`src/rtl/maple_pkg.sv`:
```
// Shared definitions for the maple sparse-MAC row scheduler: FSM state
// codes, default geometry and the signed accumulator clamp limit.
package maple_pkg;

    localparam int DEF_K        = 4;
    localparam int DEF_ACC_W    = 28;
    localparam int DEF_ROW_W    = 16;
    localparam int DEF_INFLIGHT = 4;
    localparam int DEF_OUT      = 2;

    localparam logic [1:0] ST_IDLE   = 2'd0;
    localparam logic [1:0] ST_RUN    = 2'd1;
    localparam logic [1:0] ST_DRAIN  = 2'd2;
    localparam logic [1:0] ST_FINISH = 2'd3;

    // Largest positive value of a w-bit signed accumulator; the negative
    // limit is its bitwise complement.
    function automatic longint acc_max(input int w);
        return (64'sd1 <<< (w - 1)) - 64'sd1;
    endfunction

endpackage

```
`src/rtl/maple_sync_fifo.sv`:
```
// Small synchronous FIFO with occupancy count. A push while full is
// accepted when a pop happens in the same cycle.
module maple_sync_fifo #(
    parameter int WIDTH = 1,
    parameter int DEPTH = 4,
    parameter int CW    = $clog2(DEPTH + 1)
) (
    input  logic             clk,
    input  logic             rst,
    input  logic             push,
    input  logic [WIDTH-1:0] push_data,
    input  logic             pop,
    output logic [WIDTH-1:0] pop_data,
    output logic [CW-1:0]    count
);

    localparam int AW = (DEPTH > 1) ? $clog2(DEPTH) : 1;

    logic [WIDTH-1:0] mem_r [DEPTH];
    logic [AW-1:0]    wr_ptr_r;
    logic [AW-1:0]    rd_ptr_r;
    logic [CW-1:0]    count_r;
    logic             wr_en_s;
    logic             rd_en_s;

    function automatic logic [AW-1:0] ptr_inc(input logic [AW-1:0] p);
        if (p == AW'(DEPTH - 1)) begin
            return {AW{1'b0}};
        end else begin
            return p + AW'(1'b1);
        end
    endfunction

    // Qualify push/pop against the current occupancy.
    always_comb begin
        rd_en_s = pop && (count_r != {CW{1'b0}});
        wr_en_s = push && ((count_r != CW'(DEPTH)) || pop);
    end

    // Storage, pointers and occupancy count.
    always_ff @(posedge clk or negedge rst) begin
        if (!rst) begin
            for (int i = 0; i < DEPTH; i++) begin
                mem_r[i] <= {WIDTH{1'b0}};
            end
            wr_ptr_r <= {AW{1'b0}};
            rd_ptr_r <= {AW{1'b0}};
            count_r  <= {CW{1'b0}};
        end else begin
            if (wr_en_s) begin
                mem_r[wr_ptr_r] <= push_data;
                wr_ptr_r        <= ptr_inc(wr_ptr_r);
            end
            if (rd_en_s) begin
                rd_ptr_r <= ptr_inc(rd_ptr_r);
            end
            case ({wr_en_s, rd_en_s})
                2'b10:   count_r <= count_r + CW'(1'b1);
                2'b01:   count_r <= count_r - CW'(1'b1);
                default: count_r <= count_r;
            endcase
        end
    end

    assign pop_data = mem_r[rd_ptr_r];
    assign count    = count_r;

endmodule

```
`src/rtl/maple_row_scheduler.sv`:
```
// Row scheduler for the 4-level sparse MAC pipeline: issues compressed
// chunks to the datapath, tracks them in a tag FIFO, accumulates the
// returning partial sums per row and buffers the saturated row results.
module maple_row_scheduler
    import maple_pkg::*;
#(
    parameter int K            = DEF_K,
    parameter int ACC_W        = DEF_ACC_W,
    parameter int MAX_INFLIGHT = DEF_INFLIGHT,
    parameter int ROW_W        = DEF_ROW_W,
    parameter int OUT_DEPTH    = DEF_OUT
) (
    input  logic             clk,
    input  logic             rst,
    input  logic             start,
    input  logic [ROW_W-1:0] num_rows,
    input  logic             chunk_valid,
    output logic             chunk_ready,
    input  logic [8*K-1:0]   chunk_mat,
    input  logic [8*K-1:0]   chunk_vec,
    input  logic [K-1:0]     chunk_ipv,
    input  logic             chunk_last,
    output logic             dp_valid,
    output logic [8*K-1:0]   dp_mat,
    output logic [8*K-1:0]   dp_vec,
    output logic [K-1:0]     dp_ipv,
    input  logic             psum_valid,
    input  logic [ACC_W-1:0] psum,
    output logic             row_valid,
    input  logic             row_ready,
    output logic [ACC_W-1:0] row_data,
    output logic [ROW_W-1:0] row_idx,
    output logic             row_sat,
    output logic             busy,
    output logic             done,
    output logic             err
);

    localparam int TCW = $clog2(MAX_INFLIGHT + 1);
    localparam int OCW = $clog2(OUT_DEPTH + 1);
    localparam int OW  = ACC_W + ROW_W + 1;
    localparam logic [ACC_W-1:0] ACC_MAX = ACC_W'(acc_max(ACC_W));
    localparam logic [ACC_W-1:0] ACC_MIN = ~ACC_MAX;

    logic [1:0]       state_r, state_nxt_s;
    logic [ROW_W-1:0] num_rows_r, issue_row_r, ret_row_r, emit_r;
    logic [ACC_W-1:0] acc_r;
    logic             sat_r, err_r;
    logic [TCW-1:0]   rif_r, tag_count_s;
    logic [OCW-1:0]   out_count_s;
    logic [OW-1:0]    out_head_s, out_push_data_s;
    logic             tag_last_s, accept_s, tag_pop_s, out_push_s, out_pop_s;
    logic             chunk_ready_s, busy_s, done_s, sat_flag_s;
    logic [ACC_W:0]   sat_res_s;
    logic             dp_valid_r;
    logic [8*K-1:0]   dp_mat_r, dp_vec_r;
    logic [K-1:0]     dp_ipv_r;

    // Signed add clamped to the accumulator range; msb flags a clamp.
    function automatic logic [ACC_W:0] sat_add(input logic [ACC_W-1:0] a,
                                                input logic [ACC_W-1:0] b);
        logic [ACC_W:0] s;
        s = {a[ACC_W-1], a} + {b[ACC_W-1], b};
        if (s[ACC_W] == s[ACC_W-1]) begin
            return {1'b0, s[ACC_W-1:0]};
        end else if (s[ACC_W]) begin
            return {1'b1, ACC_MIN};
        end else begin
            return {1'b1, ACC_MAX};
        end
    endfunction

    maple_sync_fifo #(.WIDTH(1), .DEPTH(MAX_INFLIGHT), .CW(TCW)) u_tag_fifo (
        .clk(clk), .rst(rst),
        .push(accept_s), .push_data(chunk_last),
        .pop(tag_pop_s), .pop_data(tag_last_s), .count(tag_count_s)
    );

    maple_sync_fifo #(.WIDTH(OW), .DEPTH(OUT_DEPTH), .CW(OCW)) u_out_fifo (
        .clk(clk), .rst(rst),
        .push(out_push_s), .push_data(out_push_data_s),
        .pop(out_pop_s), .pop_data(out_head_s), .count(out_count_s)
    );

    // Handshake and return-path strobes plus the clamped running sum.
    always_comb begin
        accept_s        = chunk_valid && chunk_ready_s;
        tag_pop_s       = psum_valid && (tag_count_s != {TCW{1'b0}});
        sat_res_s       = sat_add(acc_r, psum);
        sat_flag_s      = sat_r | sat_res_s[ACC_W];
        out_push_s      = tag_pop_s && tag_last_s;
        out_pop_s       = (out_count_s != {OCW{1'b0}}) && row_ready;
        out_push_data_s = {sat_res_s[ACC_W-1:0], ret_row_r, sat_flag_s};
    end

    // FSM state register.
    always_ff @(posedge clk or negedge rst) begin
        if (!rst) begin
            state_r <= ST_IDLE;
        end else begin
            state_r <= state_nxt_s;
        end
    end

    // FSM next-state logic.
    always_comb begin
        state_nxt_s = state_r;
        case (state_r)
            ST_IDLE: begin
                if (start) begin
                    state_nxt_s = (num_rows == {ROW_W{1'b0}}) ? ST_FINISH : ST_RUN;
                end else begin
                    state_nxt_s = ST_IDLE;
                end
            end
            ST_RUN: begin
                if (accept_s && chunk_last && ((issue_row_r + ROW_W'(1'b1)) == num_rows_r)) begin
                    state_nxt_s = ST_DRAIN;
                end else begin
                    state_nxt_s = ST_RUN;
                end
            end
            ST_DRAIN: begin
                if ((tag_count_s == {TCW{1'b0}}) && (out_count_s == {OCW{1'b0}}) &&
                    (emit_r == num_rows_r)) begin
                    state_nxt_s = ST_FINISH;
                end else begin
                    state_nxt_s = ST_DRAIN;
                end
            end
            ST_FINISH: state_nxt_s = ST_IDLE;
            default:   state_nxt_s = ST_IDLE;
        endcase
    end

    // FSM outputs; a row-ending chunk needs a reserved output slot.
    always_comb begin
        chunk_ready_s = 1'b0;
        busy_s        = (state_r != ST_IDLE);
        done_s        = (state_r == ST_FINISH);
        case (state_r)
            ST_RUN: begin
                if ((tag_count_s < TCW'(MAX_INFLIGHT)) &&
                    (!chunk_last || ((int'(rif_r) + int'(out_count_s)) < OUT_DEPTH))) begin
                    chunk_ready_s = 1'b1;
                end else begin
                    chunk_ready_s = 1'b0;
                end
            end
            default: chunk_ready_s = 1'b0;
        endcase
    end

    // Row counters for issue, return and emit.
    always_ff @(posedge clk or negedge rst) begin
        if (!rst) begin
            num_rows_r  <= {ROW_W{1'b0}};
            issue_row_r <= {ROW_W{1'b0}};
            ret_row_r   <= {ROW_W{1'b0}};
            emit_r      <= {ROW_W{1'b0}};
        end else if ((state_r == ST_IDLE) && start) begin
            num_rows_r  <= num_rows;
            issue_row_r <= {ROW_W{1'b0}};
            ret_row_r   <= {ROW_W{1'b0}};
            emit_r      <= {ROW_W{1'b0}};
        end else begin
            if (accept_s && chunk_last) begin
                issue_row_r <= issue_row_r + ROW_W'(1'b1);
            end
            if (out_push_s) begin
                ret_row_r <= ret_row_r + ROW_W'(1'b1);
            end
            if (out_pop_s) begin
                emit_r <= emit_r + ROW_W'(1'b1);
            end
        end
    end

    // Number of row-ending tags currently in the tag FIFO.
    always_ff @(posedge clk or negedge rst) begin
        if (!rst) begin
            rif_r <= {TCW{1'b0}};
        end else begin
            case ({accept_s && chunk_last, out_push_s})
                2'b10:   rif_r <= rif_r + TCW'(1'b1);
                2'b01:   rif_r <= rif_r - TCW'(1'b1);
                default: rif_r <= rif_r;
            endcase
        end
    end

    // Per-row accumulator and saturation flag; cleared when a row closes.
    always_ff @(posedge clk or negedge rst) begin
        if (!rst) begin
            acc_r <= {ACC_W{1'b0}};
            sat_r <= 1'b0;
        end else if (tag_pop_s) begin
            if (tag_last_s) begin
                acc_r <= {ACC_W{1'b0}};
                sat_r <= 1'b0;
            end else begin
                acc_r <= sat_res_s[ACC_W-1:0];
                sat_r <= sat_flag_s;
            end
        end
    end

    // Sticky error: a partial sum arrived with nothing in flight.
    always_ff @(posedge clk or negedge rst) begin
        if (!rst) begin
            err_r <= 1'b0;
        end else if (psum_valid && (tag_count_s == {TCW{1'b0}})) begin
            err_r <= 1'b1;
        end
    end

    // Datapath issue registers.
    always_ff @(posedge clk or negedge rst) begin
        if (!rst) begin
            dp_valid_r <= 1'b0;
            dp_mat_r   <= {(8*K){1'b0}};
            dp_vec_r   <= {(8*K){1'b0}};
            dp_ipv_r   <= {K{1'b0}};
        end else begin
            dp_valid_r <= accept_s;
            if (accept_s) begin
                dp_mat_r <= chunk_mat;
                dp_vec_r <= chunk_vec;
                dp_ipv_r <= chunk_ipv;
            end
        end
    end

    assign chunk_ready = chunk_ready_s;
    assign busy        = busy_s;
    assign done        = done_s;
    assign err         = err_r;
    assign dp_valid    = dp_valid_r;
    assign dp_mat      = dp_mat_r;
    assign dp_vec      = dp_vec_r;
    assign dp_ipv      = dp_ipv_r;
    assign row_valid   = (out_count_s != {OCW{1'b0}});
    assign row_data    = out_head_s[OW-1 -: ACC_W];
    assign row_idx     = out_head_s[ROW_W:1];
    assign row_sat     = out_head_s[0];

endmodule

```
`config.mk`:
```
export PLATFORM = sky130hd
export DESIGN_NAME = maple_row_scheduler
export DESIGN_NICKNAME = d
export VERILOG_FILES = /design/src/rtl/maple_pkg.sv /design/src/rtl/maple_sync_fifo.sv /design/src/rtl/maple_row_scheduler.sv
export SDC_FILE = /design/constraint.sdc
export NUM_CORES = 1
export LEC_CHECK = 0
export CORE_MARGIN = 5
export CORE_UTILIZATION = 54
export DETAILED_ROUTE_END_ITERATION = 10
export PLACE_DENSITY = 0.81
export SETUP_SLACK_MARGIN = 0.5
export SYNTH_ARGS = -nofsm -noshare
export SYNTH_HDL_FRONTEND = slang
export SYNTH_HIERARCHICAL = 1
export SYNTH_SLANG_ARGS = --single-unit
```
`constraint.sdc`:
```
create_clock -name clk -period 4.6 [get_ports clk]
set_input_delay 1.15 -clock clk [delete_from_list [all_inputs] [get_ports clk]]
set_output_delay 1.15 -clock clk [all_outputs]
set_load 0.01 [all_outputs]
```
# [Word level (Yosys, flattened, before mapping)]
# Index checks and enable logic that the tools add are counted.
[totals] reg_bits=273 latchBits=0 ram_bits=0 romBits=0 inputBits=119 out_inout_bits=119 word_cells=139 n_memories=0
[classes] addsub=15 n_mul=0 n_div=0 order_cmp=8 n_eq_ne=16 n_shift=0 muxes=36 bitwise=5 n_reduce_logical=34
[op_table] op="$mux 45" n=4
[op_table] op="$mux 16" n=6
[op_table] op="$bwmux 90" n=1
[op_table] op="$mux 28" n=2
[op_table] op="$add 16x1->16 const B" n=3
[op_table] op="$demux 45 s1" n=1
[op_table] op="$eq 16x16->1" n=2
[op_table] op="$add 28x28->29" n=1
[op_table] op="$mux 29" n=1
[op_table] op="$logic_and 1x1->1" n=17
[op_table] op="$logic_not 16->1" n=1
[op_table] op="$reduce_bool 2->1" n=8
[op_table] op="$eq 2x2->1 const B" n=7
[op_table] op="$pmux 3 s2" n=2
[op_table] op="$mux 2" n=5
[op_table] op="$mux 1" n=9
[op_table] op="$eq 2x1->1 const B" n=4
[op_table] op="$pmux 2 s4" n=1
[op_table] op="$add 2x1->2 const B" n=3
[op_table] op="$add 3x1->3 const B" n=2
[op_table] op="$ge 3x3->1 const B" n=2
[op_table] op="$not 2->3" n=2
[op_table] op="$sub 3x1->3 const B" n=2
[op_table] op="$add 3x2->4" n=1
[op_table] op="21 further kinds" n=27

# [Longest topological paths before layout]
# Gate-level depths: netlist (run 1).
[depth] depth_word=11 mapped_depth=16 ltp_nobuf=15

# [Modules after synthesis]
# The synthesis (run 1) kept the hierarchy.
[by_module_without_submodules] mod="maple_row_scheduler" n_inst=1 cells_per_inst=1103 area_each_um2=9540.4 seq_area_each_um2=4204.0
[by_module_without_submodules] mod="maple_sync_fifo (u_out_fifo)" n_inst=1 cells_per_inst=256 area_each_um2=4287.9 seq_area_each_um2=2352.3
[by_module_without_submodules] mod="maple_sync_fifo (u_tag_fifo)" n_inst=1 cells_per_inst=51 area_each_um2=638.1 seq_area_each_um2=275.3

# [Worst setup path before layout (run 1)]
# Ideal clock, no wire load.
[synth_timing] kind="input -> register" from="input psum[0]" to="register u_out_fifo/mem_r[43] (netlist bit)" setup_ps=125 arrival_time_ps=3837 t_required_ps=4475 path_slack_ps=639 stages=13 path_buffers=2 path_cell_list="ha_1 fa_1 a211oi_1 o211ai_1 a21oi_2 nor3_2 a41oi_2 o21ai_4 a21oi_2 buf_4 buf_2 o21ai_0 mux2_2"
[synth_via] elab_chain_len=4 word_cells_on_any_way=5 cone_classes="add/sub (1); eq/ne (1); mux (3)"
[synth_lines] item="from (decl)" line_no="maple_row_scheduler.sv:28" source="input logic [ACC_W-1:0] psum,"
[synth_lines] item="$add 28x28->29 (*)" line_no="maple_row_scheduler.sv:63" source="s = {a[ACC_W-1], a} + {b[ACC_W-1], b};"
[synth_lines] item="$mux 28 or $eq 1x1->1 (tied branches)" line_no="maple_row_scheduler.sv:66, maple_row_scheduler.sv:64"
[synth_lines] item="$mux 29 (*)" line_no="maple_row_scheduler.sv:64" source="if (s[ACC_W] == s[ACC_W-1]) begin"
[synth_lines] item="via sat_res_s[26]" line_no="maple_row_scheduler.sv:54" source="logic [ACC_W:0] sat_res_s;"
[synth_lines] item="$bwmux 90 (*)" line_no="maple_sync_fifo.sv:51" source="mem_r[wr_ptr_r] <= push_data;"
[synth_lines] item="to (signal, indexed assignment)" line_no="maple_sync_fifo.sv:44" source="mem_r[i] <= {WIDTH{1'b0}};"
[synth_lines] item="to (signal, indexed assignment)" line_no="maple_sync_fifo.sv:51"
[synth_lines] item="to (decl)" line_no="maple_sync_fifo.sv:19" source="logic [WIDTH-1:0] mem_r [DEPTH];"
# Mark *: on every way through the listed nets, which the timed path passes. The rest lies on a longest branch.
# A chain may end at the register's enable or synchronous reset.

# [Final worst setup path (run 1)]
[layout_timing] from="input psum[0]" to="register u_out_fifo/mem_r[27] (netlist bit)"
# The elaborated chain is that of the path after synthesis.

==> flow_summary.ini, run 1 <==
[finish]
finish.utilization = 0.685
seq_area_mm2 = 0.00683
final_common_cell = nand2_1
drive_gt1_frac = 0.152
area_growth_pct = 26.1
antenna_cells = 0
multiInputGateArea_mm2 = 0.00717
final_cell_mix = nand2_1, dfrtp_1, clkdlybuf4s50_1
fillCellCount = 1959
nets = 1809

[setup_path]
r2r_slack_ns = 1.21
r2r-start = u_tag_fifo/count[0]
worst_setup_path_end_kind = flip-flop
cp_data_arrival_time_ns = 4.38
slowest_delay_ns = 0.43
required_ns = 5.03
worstSetupPathType = input pin to flip-flop
crit_path_top_delay_cell = fa_1
cp-start-kind = input pin
critPathLaunch = psum[0]
crit_chain = clkdlybuf4s50_1 -> ha_1 -> fa_1 -> a211oi_2 -> o211ai_1 -> a21oi_2 -> nor3_2 -> a41oi_2 -> o21ai_4 -> buf_4 -> o21bai_4 -> buf_12 -> o21ai_0 -> mux2_2
crit_fanout = 11

[grt]
grt_pass1_wl_mm = 59.5
grtUsageTotal = 0.236
antenna_found_initial = 0
grt_pass1_vias = 11524
grt_max_degree = 99
grt_overflow_total = 0

[hold_path]
hold_path.class = flip-flop to flip-flop
min_from = err

[place]
numPortBuffers = 237
dp_hpwl_mm = 25.7
place_congestion = 0.953

[clocking]
path_clk_slew_ns = 0.06
cts_inserted_buffers = 30
cts_tree = done
clk_latency_ns = 0.55
numClockSinks = 273
htreeDepth = 1
cts.path.max_buffers = 3
cts-root-buf = clkbuf_16

[logic_synthesis]
ys_seq_elements = 273
syn_area_mm2 = 0.0145
synth-seq-area-share = 0.472
synth_cells = 1410
synth.distinct_cells = 77
syn_area_per_cell_um2 = 10.3
yosysTopAreaCellShare = 0.472
ys_async_sr_fraction = 1.00
ys_warn_count = 6
synth_top_cell_by_area = dfrtp_1
synthFlopType = dfrtp_1
synth.top_cells.by_area = dfrtp_1, nand2_1, mux2_2
synth_edf_count = 0
synth_nets = 1573

[run]
maxCapViolCount = 0

[drt]
drt-initial-drc-count = 733
avgRoutedWirePerCell_um = 18.0
avgViaCountPerCell = 5.55
routed_wl_mm = 36.1
vias = 11136
first_pass_iters = 6
drcViolationCount = 0
ant_nets = 0

[pwr]
p_leak_nw = 8.43
swShare = 0.377
p_clk_frac = 0.188
ir_worst_vdd_mv = 0.394
power.switching_mw = 4.86
power_frac_comb = 0.499
seqPwrFrac = 0.313
internal_power_mw = 8.02
power_mw = 12.9
powerDensity_mw_per_mm2 = 706

[timing]
hold_viol_final = 0
finalSetupTns_ns = 0
fmax_mhz = 253
fin_crit_sh = 0.859
clock_skew_ns = 0.00802
tightest_slew_ns = 0.739
relSlewSlack = 0.507
min_period_ns = 3.95
timing.hold.ws_ns = 0.457
setup_violations = 0
drv_slew = 0
rsz0062_at_grt = false

[die]
die_w_um = 174
ios = 238
chipHeight_um = 174
start_util = 0.543
core_region_area_mm2 = 0.0267
die_area_mm2 = 0.0302
rows = 60

[outcome]
status = finished, final reports clean
==> critical path, delay by kind of cell <==
family          cells  cell delay (ns)
compound gates      7             1.43
fa+ha+maj           2             0.65
simple gates        1             0.08
buf+inv             3             0.76
mux                 1             0.29
==> final cells by class <==
| cell class | count | share of cell area |
|---|---|---|
| multi-input cells | 1037 | 0.393 |
| flip-flops and latches | 273 | 0.374 |
| repair buffers | 271 | 0.148 |
| clock buffers | 46 | 0.0500 |
| well taps | 341 | 0.0234 |
| inverters | 33 | 0.00679 |
| clock inverters | 7 | 0.00501 |
==> stage by stage <==
| step | std cells | instance area [um^2] | worst slack (ns) |
|---|---|---|---|
| 2_1_floorplan | 1410 | 14500 | 0.639 |
| 3_3_place_gp | 1953 | 17200 | 0.0811 |
| 3_5_place_dp | 1953 | 17200 | 0.0168 |
| 4_1_cts | 2006 | 18200 | 0.598 |
| 5_1_grt | 2008 | 18200 | 0.541 |
| 6_report | 2008 | 18200 | 0.647 |
==> path summary, 6_finish.rpt <==
path                                        end  depth (start not counted)
max                        u_out_fifo/mem_r[27]                         14
min                                         err                          1
max reg2reg                 u_tag_fifo/count[2]                         11
min reg2reg                                 err                          1
max in group asynchronous  u_out_fifo/mem_r[22]                          2
min in group asynchronous             dp_vec[0]                          1
==> kinds of logic (layout without fill, tap and decap cells) <==
kind of cell,count (synthesis),in the layout,share of synthesized area
AOI/OAI and AO/OA,217,217,0.103
adders and majority gates,45,45,0.0408
xor gates and xnor gates,104,104,0.0630
buffers and inverters,100,357,0.0338
muxes,146,146,0.125
and+or+nand+nor,525,525,0.162
DFF,273,273,0.472
==> cells in the mapped netlist, types with 3 or more instances <==
library cell	n
nand2_1	322
dfrtp_1	273
mux2_2	94
nor2_1	70
o21ai_0	57
xnor2_1	56
xor2_1	48
a21oi_1	47
mux2_4	42
ha_1	40
clkbuf_1	37
nand3_1	34
inv_1	32
a21o_1	21
nand4_1	21
a22o_1	14
buf_2	12
and3_1	10
o211ai_2	9
o21ai_1	9
and2_1	8
nor3_1	8
nor4_1	8
a31oi_1	7
buf_4	7
nand2b_1	7
nor2b_1	7
nor3b_1	7
buf_1	6
mux2_1	6
o211ai_1	6
o21bai_1	6
or3_1	6
o21a_1	5
o31ai_1	5
buf_12	4
fa_1	4
a211oi_1	3
a21boi_0	3
mux2i_1	3
nor3_2	3
==> power by group through the flow <==
stage,logic (mW),clock network (mW),registers (mW)
CTS,6.43,2.47,4.03
global route,6.99,2.58,4.16
finish,6.43,2.42,4.04
floorplan,4.07,0,3.96
global placement,6.21,0,4.01
detailed placement,6.36,0,4.05
==> state kept, by name (all words and copies together) (netlist names), 3 cells and up <==
name	cells
dp_vec	32
dp_mat	32
rif_r	3
u_tag_fifo/mem_r	4
num_rows_r	16
acc_r	28
ret_row_r	16
u_out_fifo/mem_r	90
issue_row_r	16
dp_ipv	4
emit_r	16
u_tag_fifo/count	3
==> per-layer routing <==
metal	GRT usage	up-vias	wire [um]
met1	0.312	5457	15400
met3	0.0332	76	1610
li1	-	5304	-
met4	0.0696	0	1140
met2	0.409	299	18000
met5	0	-	0
==> timing repair <==
action,CTS,global route
hold endpoints to repair,0,0
setup endpoints to repair,0,42
hold buffers,0,0
gates resized for setup,0,2
setup buffers,0,2
Note: power is estimated with default switching activity, not from simulation.
==> run 2, diff against run 1 <==
--- a/config.mk
+++ b/config.mk
@@ -5,9 +5,11 @@
 export SDC_FILE = /design/constraint.sdc
 export NUM_CORES = 1
 export LEC_CHECK = 0
+export ABC_AREA = 1
 export CORE_MARGIN = 5
-export CORE_UTILIZATION = 54
+export CORE_UTILIZATION = 55
 export DETAILED_ROUTE_END_ITERATION = 10
+export GPL_ROUTABILITY_DRIVEN = 0
 export PLACE_DENSITY = 0.81
 export SETUP_SLACK_MARGIN = 0.5
 export SYNTH_ARGS = -nofsm -noshare
==> run 2 against run 1 <==
Effect of this change: clock skew rose by 0.0029 ns; global-route usage increased by 2.5 points; die area grew 3.0%; wire length rose by 14%; setup slack better by 0.0061 ns; critical path type is now flip-flop to output port; total power down 2.1%; synthesized cell count grew 41%; utilization decreased by 0.16 points.
==> flow_summary.ini, run 2 <==
[setup_path]
cp-start-kind = flip-flop
worst_setup_path_end_kind = output port
critPathBufInv = 3
required_ns = 3.45
slowest_delay_ns = 0.55
crit_chain = nand2_1 -> inv_2 -> fa_1 -> o21bai_1 -> a21oi_1 -> o21ai_1 -> inv_1 -> clkdlybuf4s50_1
crit_family = buffers and inverters
crit_fanout = 8
cp_data_arrival_time_ns = 2.80
worstSetupPathType = flip-flop to output port
crit_path_top_delay_cell = clkdlybuf4s50_1

[clocking]
htreeDepth = 1
cts.path.max_buffers = 3
numClockSinks = 273
path_clk_slew_ns = 0.06
cts-root-buf = clkbuf_16
clk_latency_ns = 0.55
postCtsSetupBuffers = 0
cts_tree = done
cts_inserted_buffers = 29

[logic_synthesis]
yosysTopAreaCellShare = 0.449
synth_top_cell_by_area = dfrtp_1
synth-seq-area-share = 0.449
synthTopCellsByCount = nand2_1, dfrtp_1, inv_1
synth.top_cells.by_area = dfrtp_1, nand2_1, nand4_1
synth_cells = 1992
synth.distinct_cells = 50
synth.most_common_cell = nand2_1
synth_edf_count = 0
ys_warn_count = 6
ys_async_sr_fraction = 1.00
syn_area_per_cell_um2 = 7.64
synth_nets = 2155
ys_seq_elements = 273
syn_area_mm2 = 0.0152
synthFlopType = dfrtp_1

[die]
core_region_area_mm2 = 0.0271
start_util = 0.561
chipHeight_um = 176
ios = 238
die_w_um = 176
rows = 60
die_area_mm2 = 0.0311

[timing]
hold_viol_final = 0
drv_slew = 0
fin_crit_sh = 0.858
min_period_ns = 3.95
clock_skew_ns = 0.0109
timing.hold.ws_ns = 0.467
fmax_mhz = 253
tightest_slew_ns = 1.11
finalSetupTns_ns = 0
setup_violations = 0
worst_slack_ns = 0.653
relSlewSlack = 0.262
rsz0062_at_grt = false

[drt]
ant_nets = 0
drt-initial-drc-count = 1317
avgViaCountPerCell = 5.41
routed_wl_mm = 41.2
vias = 14007
drcViolationCount = 0
avgRoutedWirePerCell_um = 15.9
first_pass_iters = 5

[finish]
fillCellCount = 2194
fin_area_mm2 = 0.0185
antenna_cells = 0
final_cell_mix = nand2_1, dfrtp_1, clkdlybuf4s50_1
multiInputGateArea_mm2 = 0.00719
seq_area_mm2 = 0.00683
finish.utilization = 0.683
area_growth_pct = 21.7
final_common_cell = nand2_1
drive_gt1_frac = 0.0645
largest_reg_flops = 90
nets = 2359
largest_register = u_out_fifo/mem_r

[grt]
met3_usage = 0.0347
use_met1 = 0.352
grt_pass1_vias = 13660
grtUsageTotal = 0.261
grt_util_met2 = 0.440
grt_most_used_layer = met2
grt_max_degree = 101
antenna_found_initial = 0
grt_pass1_wl_mm = 67.7
grt_overflow_total = 0

[place]
dp_hpwl_mm = 28.8
dpl_worst_slack_ns = 0.673
place_area_mm2 = 0.0176
numPortBuffers = 237

[pwr]
ir_worst_vdd_mv = 0.417
powerDensity_mw_per_mm2 = 681
p_leak_nw = 9.54

[outcome]
status = finished, final reports clean

[hold_path]
hold_path.class = flip-flop to flip-flop

[run]
maxCapViolCount = 0
==> run 2: worst paths after layout <==
kind	startpoint	endpoint	slack, ns	depth (start not counted)
max in group asynchronous	rst	u_out_fifo/mem_r[78]	3.02	2
setup reg to reg	u_out_fifo/count[0]	u_tag_fifo/count[1]	1.70	14
min in group asynchronous	rst	acc_r[8]	0.58	1
setup / recovery	u_out_fifo/count[0]	chunk_ready	0.65	8
hold / removal	u_tag_fifo/mem_r[2]	u_tag_fifo/mem_r[2]	0.47	2
hold reg to reg	u_tag_fifo/mem_r[2]	u_tag_fifo/mem_r[2]	0.47	2
==> run 2: layout make-up <==
class | instances | area share
Clock inverter | 10 | 0.00372
Sequential cell | 273 | 0.369
Clock buffer | 42 | 0.0456
Multi-Input combinational cell | 1479 | 0.388
Tap cell | 372 | 0.0251
Inverter | 162 | 0.0328
Timing Repair Buffer | 251 | 0.135
==> run 2: power breakdown <==
group	internal, mW	switching (mW)
Combinational	2.45	4.01
Sequential	3.30	0.623
Clock	1.27	0.957
Total	7.02	5.59
==> run 2: tightest hold or removal path, delay by kind of cell (launching register included) <==
| family | cells | cell delay [ns] |
|---|---|---|
| flip-flops | 1 | 0.34 |
| AND/OR/NAND/NOR | 2 | 0.09 |
==> run 2: logic make-up (layout without fill, tap and decap cells) <==
kind of cell / after synthesis / count (layout) / share of synthesized area
buffers and inverters: 240 / 465 / 0.0785
adder cells (fa/ha/maj): 44 / 44 / 0.0382
AO/OA/AOI/OAI: 151 / 151 / 0.0594
XOR/XNOR: 39 / 39 / 0.0234
flip-flops: 273 / 273 / 0.449
AND/OR/NAND/NOR: 1245 / 1245 / 0.351
==> run 2: metrics by stage <==
stage	power [mW]	std cells
after floorplan	8.16	1992
after global placement	10.1	2537
after detailed placement	10.3	2537
after CTS	12.6	2589
after global routing	13.6	2589
final	12.6	2589
==> run 2: timing repair <==
| item | in CTS | in global routing |
|---|---|---|
| gates resized for setup | 0 | 1 |
| endpoints found under the setup margin | 0 | 1 |
| hold buffers | 0 | 0 |
==> run 2: per-layer routing <==
metal | part of all wire | up-vias
met4 | 0.031 | 0
met3 | 0.060 | 77
met2 | 0.49 | 533
li1 | - | 6796
met1 | 0.42 | 6601
met5 | 0 | -
